===== src/rtl/sel_encode_pkg.sv =====
// -----------------------------------------------------------------------------
// sel_encode_pkg
//
// Purpose:
//   Shared defaults for the register select/encode stage and its one-hot
//   decoder. The top and the decoder take these as parameter defaults so that
//   a single edit here retargets the whole slice.
//
// Contents:
//   DEF_NUM_REGS     number of general registers (power of two, >= 2)
//   DEF_IMM_W        width of the IR immediate field C
//   DEF_DATA_W       datapath width the immediate is sign-extended to
//   DEF_BA_ZERO_REG  register index that reads as "no register" under BAout
// -----------------------------------------------------------------------------
package sel_encode_pkg;

    localparam int DEF_NUM_REGS    = 16;
    localparam int DEF_IMM_W       = 15;
    localparam int DEF_DATA_W      = 32;
    localparam int DEF_BA_ZERO_REG = 0;

endpackage : sel_encode_pkg


===== src/rtl/sel_encode_sb_onehot_dec.sv =====
// -----------------------------------------------------------------------------
// onehot_dec
//
// Purpose:
//   Register-index to one-hot decoder with an enable. When en is low every
//   output bit is 0; otherwise exactly the bit selected by idx is 1.
//
// Parameters:
//   NUM_REGS  number of one-hot outputs (power of two)
//   RIDX_W    width of idx
//
// Ports:
//   en      in   1          decode enable
//   idx     in   RIDX_W     register index
//   onehot  out  NUM_REGS   one-hot result (all zero when en=0)
// -----------------------------------------------------------------------------
module onehot_dec
    import sel_encode_pkg::*;
#(
    parameter int NUM_REGS = DEF_NUM_REGS,
    parameter int RIDX_W   = $clog2(NUM_REGS)
) (
    input  logic                en,
    input  logic [RIDX_W-1:0]   idx,
    output logic [NUM_REGS-1:0] onehot
);

    always_comb begin
        onehot = '0;
        for (int i = 0; i < NUM_REGS; i++) begin
            onehot[i] = en && (idx == RIDX_W'(i));
        end
    end

endmodule : onehot_dec


===== src/rtl/sel_encode_sb.sv =====
// -----------------------------------------------------------------------------
// sel_encode_sb
//
// Purpose:
//   Registered register select/encode stage with a per-register busy
//   scoreboard. Picks a register index from the IR fields (Gra > Grb > Grc
//   priority, index 0 when no flag is set), one-hot encodes it into write
//   (Rin) and read (Rout) enables, and sign-extends the IR immediate. A read of
//   a register with a pending write-back is stalled through req_ready/hazard,
//   unless that write-back completes in the same cycle.
//
// Parameters:
//   NUM_REGS, RIDX_W, IMM_W, DATA_W, BA_ZERO_REG (defaults in sel_encode_pkg)
//
// Ports:
//   clock            in   1          rising-edge clock
//   clear            in   1          asynchronous active-low reset
//   req_valid        in   1          request present
//   req_ready        out  1          request accepted this cycle (= !hazard)
//   Gra, Grb, Grc    in   1          register-field selects
//   Rin, Rout, BAout in   1          write enable, read enable, base-address mode
//   claim            in   1          mark the written register busy on accept
//   Ra, Rb, Rc       in   RIDX_W     IR register fields
//   C                in   IMM_W      IR immediate
//   wb_valid         in   1          write-back complete
//   wb_idx           in   RIDX_W     register whose write-back completed
//   out_valid        out  1          registered outputs carry an accepted request
//   RinSignals       out  NUM_REGS   one-hot write enable (registered)
//   RoutSignals      out  NUM_REGS   one-hot read enable (registered)
//   C_sign_extended  out  DATA_W     sign-extended immediate (registered)
//   hazard           out  1          combinational stall indication
//   busy_mask        out  NUM_REGS   scoreboard state
//   pending_cnt      out  RIDX_W+1   popcount of busy_mask (registered)
// -----------------------------------------------------------------------------
module sel_encode_sb
    import sel_encode_pkg::*;
#(
    parameter int NUM_REGS    = DEF_NUM_REGS,
    parameter int RIDX_W      = $clog2(NUM_REGS),
    parameter int IMM_W       = DEF_IMM_W,
    parameter int DATA_W      = DEF_DATA_W,
    parameter int BA_ZERO_REG = DEF_BA_ZERO_REG
) (
    input  logic                clock,
    input  logic                clear,
    input  logic                req_valid,
    output logic                req_ready,
    input  logic                Gra,
    input  logic                Grb,
    input  logic                Grc,
    input  logic                Rin,
    input  logic                Rout,
    input  logic                BAout,
    input  logic                claim,
    input  logic [RIDX_W-1:0]   Ra,
    input  logic [RIDX_W-1:0]   Rb,
    input  logic [RIDX_W-1:0]   Rc,
    input  logic [IMM_W-1:0]    C,
    input  logic                wb_valid,
    input  logic [RIDX_W-1:0]   wb_idx,
    output logic                out_valid,
    output logic [NUM_REGS-1:0] RinSignals,
    output logic [NUM_REGS-1:0] RoutSignals,
    output logic [DATA_W-1:0]   C_sign_extended,
    output logic                hazard,
    output logic [NUM_REGS-1:0] busy_mask,
    output logic [RIDX_W:0]     pending_cnt
);

    localparam logic [RIDX_W-1:0] BA_IDX = RIDX_W'(BA_ZERO_REG);

    // Replicates the immediate's sign bit into the upper datapath bits.
    function automatic logic signed [DATA_W-1:0] sign_ext(input logic signed [IMM_W-1:0] imm);
        return {{(DATA_W-IMM_W){imm[IMM_W-1]}}, imm};
    endfunction

    // Number of set bits; the result width holds NUM_REGS itself, so no wrap.
    function automatic logic [RIDX_W:0] popcount(input logic [NUM_REGS-1:0] m);
        logic [RIDX_W:0] cnt;
        cnt = '0;
        for (int i = 0; i < NUM_REGS; i++) begin
            cnt = cnt + (RIDX_W+1)'(m[i]);
        end
        return cnt;
    endfunction

    logic [RIDX_W-1:0]   sel_p0;
    logic                rd_supp_p0;
    logic                fwd_p0;
    logic                hazard_p0;
    logic                acc_p0;
    logic                set_p0;
    logic [NUM_REGS-1:0] rin_oh_p0;
    logic [NUM_REGS-1:0] rout_oh_p0;
    logic [NUM_REGS-1:0] busy_nxt_p0;
    logic [RIDX_W:0]     cnt_nxt_p0;

    logic                vld_p1;
    logic [NUM_REGS-1:0] rin_oh_p1;
    logic [NUM_REGS-1:0] rout_oh_p1;
    logic signed [DATA_W-1:0] csx_p1;
    logic [NUM_REGS-1:0] busy_p1;
    logic [RIDX_W:0]     cnt_p1;

    // ---- p0: selection, hazard and acceptance (combinational) ----
    always_comb begin
        sel_p0 = '0;
        if (Gra) begin
            sel_p0 = Ra;
        end else if (Grb) begin
            sel_p0 = Rb;
        end else if (Grc) begin
            sel_p0 = Rc;
        end
    end

    assign rd_supp_p0 = BAout && (sel_p0 == BA_IDX);
    // A write-back landing this cycle releases its register immediately.
    assign fwd_p0     = wb_valid && (wb_idx == sel_p0);
    assign hazard_p0  = req_valid && Rout && !rd_supp_p0 && busy_p1[sel_p0] && !fwd_p0;
    assign acc_p0     = req_valid && !hazard_p0;
    assign set_p0     = acc_p0 && Rin && claim;

    // Gating the decoders with acc means a rejected cycle registers zeros.
    onehot_dec #(
        .NUM_REGS (NUM_REGS),
        .RIDX_W   (RIDX_W)
    ) u_rin_dec (
        .en     (acc_p0 && Rin),
        .idx    (sel_p0),
        .onehot (rin_oh_p0)
    );

    onehot_dec #(
        .NUM_REGS (NUM_REGS),
        .RIDX_W   (RIDX_W)
    ) u_rout_dec (
        .en     (acc_p0 && Rout && !rd_supp_p0),
        .idx    (sel_p0),
        .onehot (rout_oh_p0)
    );

    // Clear first so that a claim on the same register wins.
    always_comb begin
        busy_nxt_p0 = busy_p1;
        if (wb_valid) begin
            busy_nxt_p0[wb_idx] = 1'b0;
        end
        if (set_p0) begin
            busy_nxt_p0[sel_p0] = 1'b1;
        end
    end

    assign cnt_nxt_p0 = popcount(busy_nxt_p0);

    // ---- p1: registered outputs and scoreboard ----
    always_ff @(posedge clock or negedge clear) begin
        if (!clear) begin
            vld_p1     <= 1'b0;
            rin_oh_p1  <= '0;
            rout_oh_p1 <= '0;
            csx_p1     <= '0;
            busy_p1    <= '0;
            cnt_p1     <= '0;
        end else begin
            vld_p1     <= acc_p0;
            rin_oh_p1  <= rin_oh_p0;
            rout_oh_p1 <= rout_oh_p0;
            if (acc_p0) begin
                csx_p1 <= sign_ext(C);
            end
            busy_p1    <= busy_nxt_p0;
            cnt_p1     <= cnt_nxt_p0;
        end
    end

    assign req_ready       = !hazard_p0;
    assign hazard          = hazard_p0;
    assign out_valid       = vld_p1;
    assign RinSignals      = rin_oh_p1;
    assign RoutSignals     = rout_oh_p1;
    assign C_sign_extended = csx_p1;
    assign busy_mask       = busy_p1;
    assign pending_cnt     = cnt_p1;

endmodule : sel_encode_sb


===== config.mk =====
export PLATFORM = sky130hd
export DESIGN_NAME = sel_encode_sb
export DESIGN_NICKNAME = d
export VERILOG_FILES = /design/src/rtl/sel_encode_pkg.sv /design/src/rtl/sel_encode_sb_onehot_dec.sv /design/src/rtl/sel_encode_sb.sv
export SDC_FILE = /design/constraint.sdc
export NUM_CORES = 1
export LEC_CHECK = 0
export CAP_MARGIN = 20
export CORE_MARGIN = 2
export CORE_UTILIZATION = 40
export CTS_BUF_LIST = sky130_fd_sc_hd__clkbuf_8 sky130_fd_sc_hd__clkbuf_16
export CTS_CLUSTER_SIZE = 24
export DETAILED_ROUTE_END_ITERATION = 8
export MAX_ROUTING_LAYER = met4
export PLACE_DENSITY = 0.81
export SKIP_LAST_GASP = 1
export SLEW_MARGIN = 30
export SYNTH_ARGS = -nofsm -noshare
export SYNTH_HDL_FRONTEND = slang
export SYNTH_SLANG_ARGS = --single-unit

===== constraint.sdc =====
create_clock -name clock -period 4.7 [get_ports clock]
set_input_delay 0.705 -clock clock [delete_from_list [all_inputs] [get_ports clock]]
set_output_delay 0.705 -clock clock [all_outputs]
set_load 0.02 [all_outputs]

==> summary.md <==
| Metric | Value |
|---|---|
| First-pass GRT wire length | `18400 microns` |
| GP Congestion | `between 0.9 and 1` |
| GRT overflow | `0` |
| Post-DR wirelength/cell | `20.0 microns` |
| Violated checks | `negative setup slack` |
| Initial antenna violation count | `0` |
| Std-Cell Core Area | `roughly 8300 sq um` |
| Leakage | `between 2 and 3 nW` |
| Worst-case clock buffer depth | `2` |
| CTS tree | `yes` |
| Max_cap viols | `0` |
| Syn-to-layout area delta | `77.6%` |
| Multi-input combinational cell area | `about 1700 sq um` |
| FP Rows | `33` |
| Clk root buf | `clkbuf_8` |
| Worst Path Required | `approximately 5 ns` |
| Pre-Repair DR Iteration Count | `6` |
| Antenna-violating nets left | `0` |
| Max FO, Critical Path | `7` |
| Placed cell area | `around 5300 sq um` |
| Setup TNS | `-9.08 ns` |
| Type of origin of the critical path | `input port` |
| Dominant synthesized flop cell | `dfrtp_1` |
| Number of diodes | `0` |
| CP bufs+invs | `6` |
| Slew headroom | `around 66%` |
| Peak VDD IR | `between 300 and 400 uV` |
| Proportion of layout cells with a drive suffix above 1 | `around 38%` |
| Hold Crit Class | `input port to async pin` |
| Hold_buf cts | `0` |
| Hpwl dp | `a little under 8000 microns` |
| Final Hold Viols | `0` |
| # fillers | `between 500 and 600` |
| Post-synthesis average cell area | `11.5 sq um` |
| Tcrit/Tclk final | `110%` |
| Flip-flop and latch count after synthesis | `a little under 70` |
| # setup viols final | `20` |
| Unrepaired setup endpoints after global routing | `true` |
| Initial core utilization | `between 40% and 50%` |
| Max Freq | `just under 0.2 GHz` |
| Layout net count | `577` |
| Max stage delay on crit path | `between 0.5 and 0.6 ns` |
| Setup CP Type | `input port to flop` |
| Sequential cell area | `about 1700 sq um` |
| Io pins | `130` |
| Final slew viol count | `0` |
| Design Power | `between 2 and 2.5 mW` |
| Crit. End Element | `flop` |
| Total wire length | `12600 microns` |
| Via density | `between 5 and 6` |
| PwrDens | `398 nW/um^2` |
| Largest net degree at the start of global routing | `70` |
| Design area | `between 6000 and 7000 sq um` |
| Worst skew pair latency | `0.36 ns` |
| Skew final | `roughly 0.015 ns` |
| Tightest Pin Transition | `just over 0.5 ns` |
| Die H | `between 90 and 100 microns` |
| CP arrival | `~5.4 ns` |
| Post-synth ARST share | `between 90% and 100%` |
| Tmin final | `a little over 5 ns` |
| Total GRT Usage | `28.1%` |
| H-tree levels | `3` |
| Clk sinks | `69` |
| Post-synth EDFFs | `0` |
| CTS Buf Count | `9` |
| Status | `complete, but fails checks` |
| Synth Instances | `a little under 300` |
| Mapped cell area | `~3400 sq um` |
| Vias | `3473` |
| DRC | `0` |
| Synthesis Warnings | `0` |
| Crit path cell chain | `buf_2 -> nand3b_1 -> a2bb2oi_4 -> nor2_4 -> a31oi_4 -> o21ai_4 -> nor3_4 -> buf_12 -> o31ai_4 -> fa_1 -> fa_1 -> inv_2 -> fa_1 -> inv_1 -> fa_1 -> ha_2 -> inv_2 -> fa_2 -> inv_2` |
| Die W | `approximately 96 microns` |
| Synth cell types | `43` |
| Worst setup margin | `-0.481 ns` |
| Slowest-stage cell, CP | `fa_2` |
| Number of global-route vias before repair | `about 3400` |
| Die Area | `just over 9000 sq um` |
| Post-Syn Nets | `roughly 350` |
| Sequential area share after synthesis | `50.7%` |
| Most used cell, CP | `fa_1` |
| CP top delay family | `adder cells` |
| Port buffer count | `roughly 130` |
| Clock transition at the registers of the reported paths | `~0.08 ns` |
| 1st-iter DRT viols | `a little over 300` |
==> area by class of cell <==
| class | instances | area share, % |
|---|---|---|
| Clock buffer | 9 | 2.05 |
| Clock inverter | 6 | 1.86 |
| Inverter | 17 | 1.10 |
| Multi-Input combinational cell | 183 | 28.6 |
| Sequential cell | 69 | 28.5 |
| Tap cell | 105 | 2.17 |
| Timing Repair Buffer | 240 | 35.8 |
==> cell usage after synthesis (2+ instances only) <==
master      n  share of area, %
a2bb2oi_2   2              0.88
a2bb2oi_1   2              0.51
and2_1      3              0.55
clkbuf_1    2              0.22
nand3b_1    3              0.66
nand3_1    10               1.5
o21ai_0    16               2.3
nor2b_1     4              0.73
mux2_1      2              0.66
nor3_1     17               2.5
fa_1       10               5.9
nand4_1     2              0.37
xnor2_1     5               1.3
buf_2       4              0.59
mux2i_1     4               1.2
nand2_1    27               3.0
buf_4      18               4.0
nor2_1     20               2.2
a21oi_1     4              0.59
buf_6       3              0.99
ha_1        5               1.8
nand2b_1    2              0.37
mux2_4     10               4.4
o31ai_1    16               3.5
mux2_2      3              0.99
o31a_1      2              0.51
dfrtp_1    69                51
inv_1      16               1.8
==> stage by stage <==
stage	hold WS, ns	cells	util, %	setup WS (ns)
after global placement	0.477	571	64.8	-1.09
after floorplan	0.409	296	-	-0.428
after detailed placement	0.497	571	64.8	-1.23
after global routing	0.333	629	73.3	-0.630
final	0.313	629	73.3	-0.481
after CTS	0.513	626	72.4	-0.359
==> cells in the final DEF, fill, tap and decap left out, types with 6 or more instances in the layout <==
cell	netlist	routed
nand3_1	10	6
dfrtp_1	69	69
nand2_1	27	27
nor2_2	1	7
nor3_1	17	16
mux2_4	10	10
nor2_1	20	13
o31ai_4	1	10
buf_4	18	104
o21ai_0	16	16
o31ai_1	16	7
clkbuf_8	0	9
inv_1	16	12
fa_1	10	9
clkdlybuf4s50_1	0	113
dlygate4sd2_1	0	8
==> power by group <==
part	switching [mW]	internal (mW)
Combinational	0.545	0.562
Clock	0.240	0.350
Sequential	0.0513	0.664
==> timing repair <==
action	4_1_cts	5_1_grt
pin swaps	30	20
gates resized for setup	54	21
endpoints found under the hold margin	0	0
gates cloned	1	0
setup endpoints to repair	5	21
buffers inserted	41	3
==> final timing paths <==
path	from	endpoint	slack, ns	cells after the start
worst max-delay path	Grc	pending_cnt[1]$_DFF_PN0_	-0.48	19
worst min-delay path	clear	pending_cnt[3]$_DFF_PN0_	0.31	2
worst min register to register	C_sign_extended[13]$_DFFE_PN0N_	C_sign_extended[13]$_DFFE_PN0N_	0.51	1
min in group clock	C_sign_extended[13]$_DFFE_PN0N_	C_sign_extended[13]$_DFFE_PN0N_	0.51	1
worst max register to register	busy_mask[10]$_DFF_PN0_	pending_cnt[1]$_DFF_PN0_	0.01	16
max in group asynchronous	clear	RinSignals[13]$_DFF_PN0_	3.84	3
==> metal layers <==
metal / up-vias / global-route usage [%] / wire length (microns) / part of all wire, %
met5: - / - / 0 / 0
met4: 0 / 13.3 / 603 / 4.8
met3: 60 / 6.26 / 1200 / 9.5
met2: 246 / 44.7 / 5960 / 47
met1: 1713 / 34.0 / 4830 / 38
li1: 1454 / - / - / -
==> registers in the layout, summed over array words and instances, names as in the netlist <==
signal	flops
RoutSignals	16
pending_cnt	5
C_sign_extended	15
RinSignals	16
busy_mask	16
out_valid	1
==> kinds of logic (layout without fill, tap and decap cells) <==
group	count (synthesis)	count (layout)	synth area share, %
multiplexers	20	20	7.89
AO/OA/AOI/OAI	50	50	11.2
buffers and inverters	44	272	7.64
flip-flops	69	69	50.7
XOR/XNOR	5	5	1.28
adder cells (fa/ha/maj)	15	15	7.71
AND/OR/NAND/NOR	93	93	13.6
(Power assumes the default switching activity.)
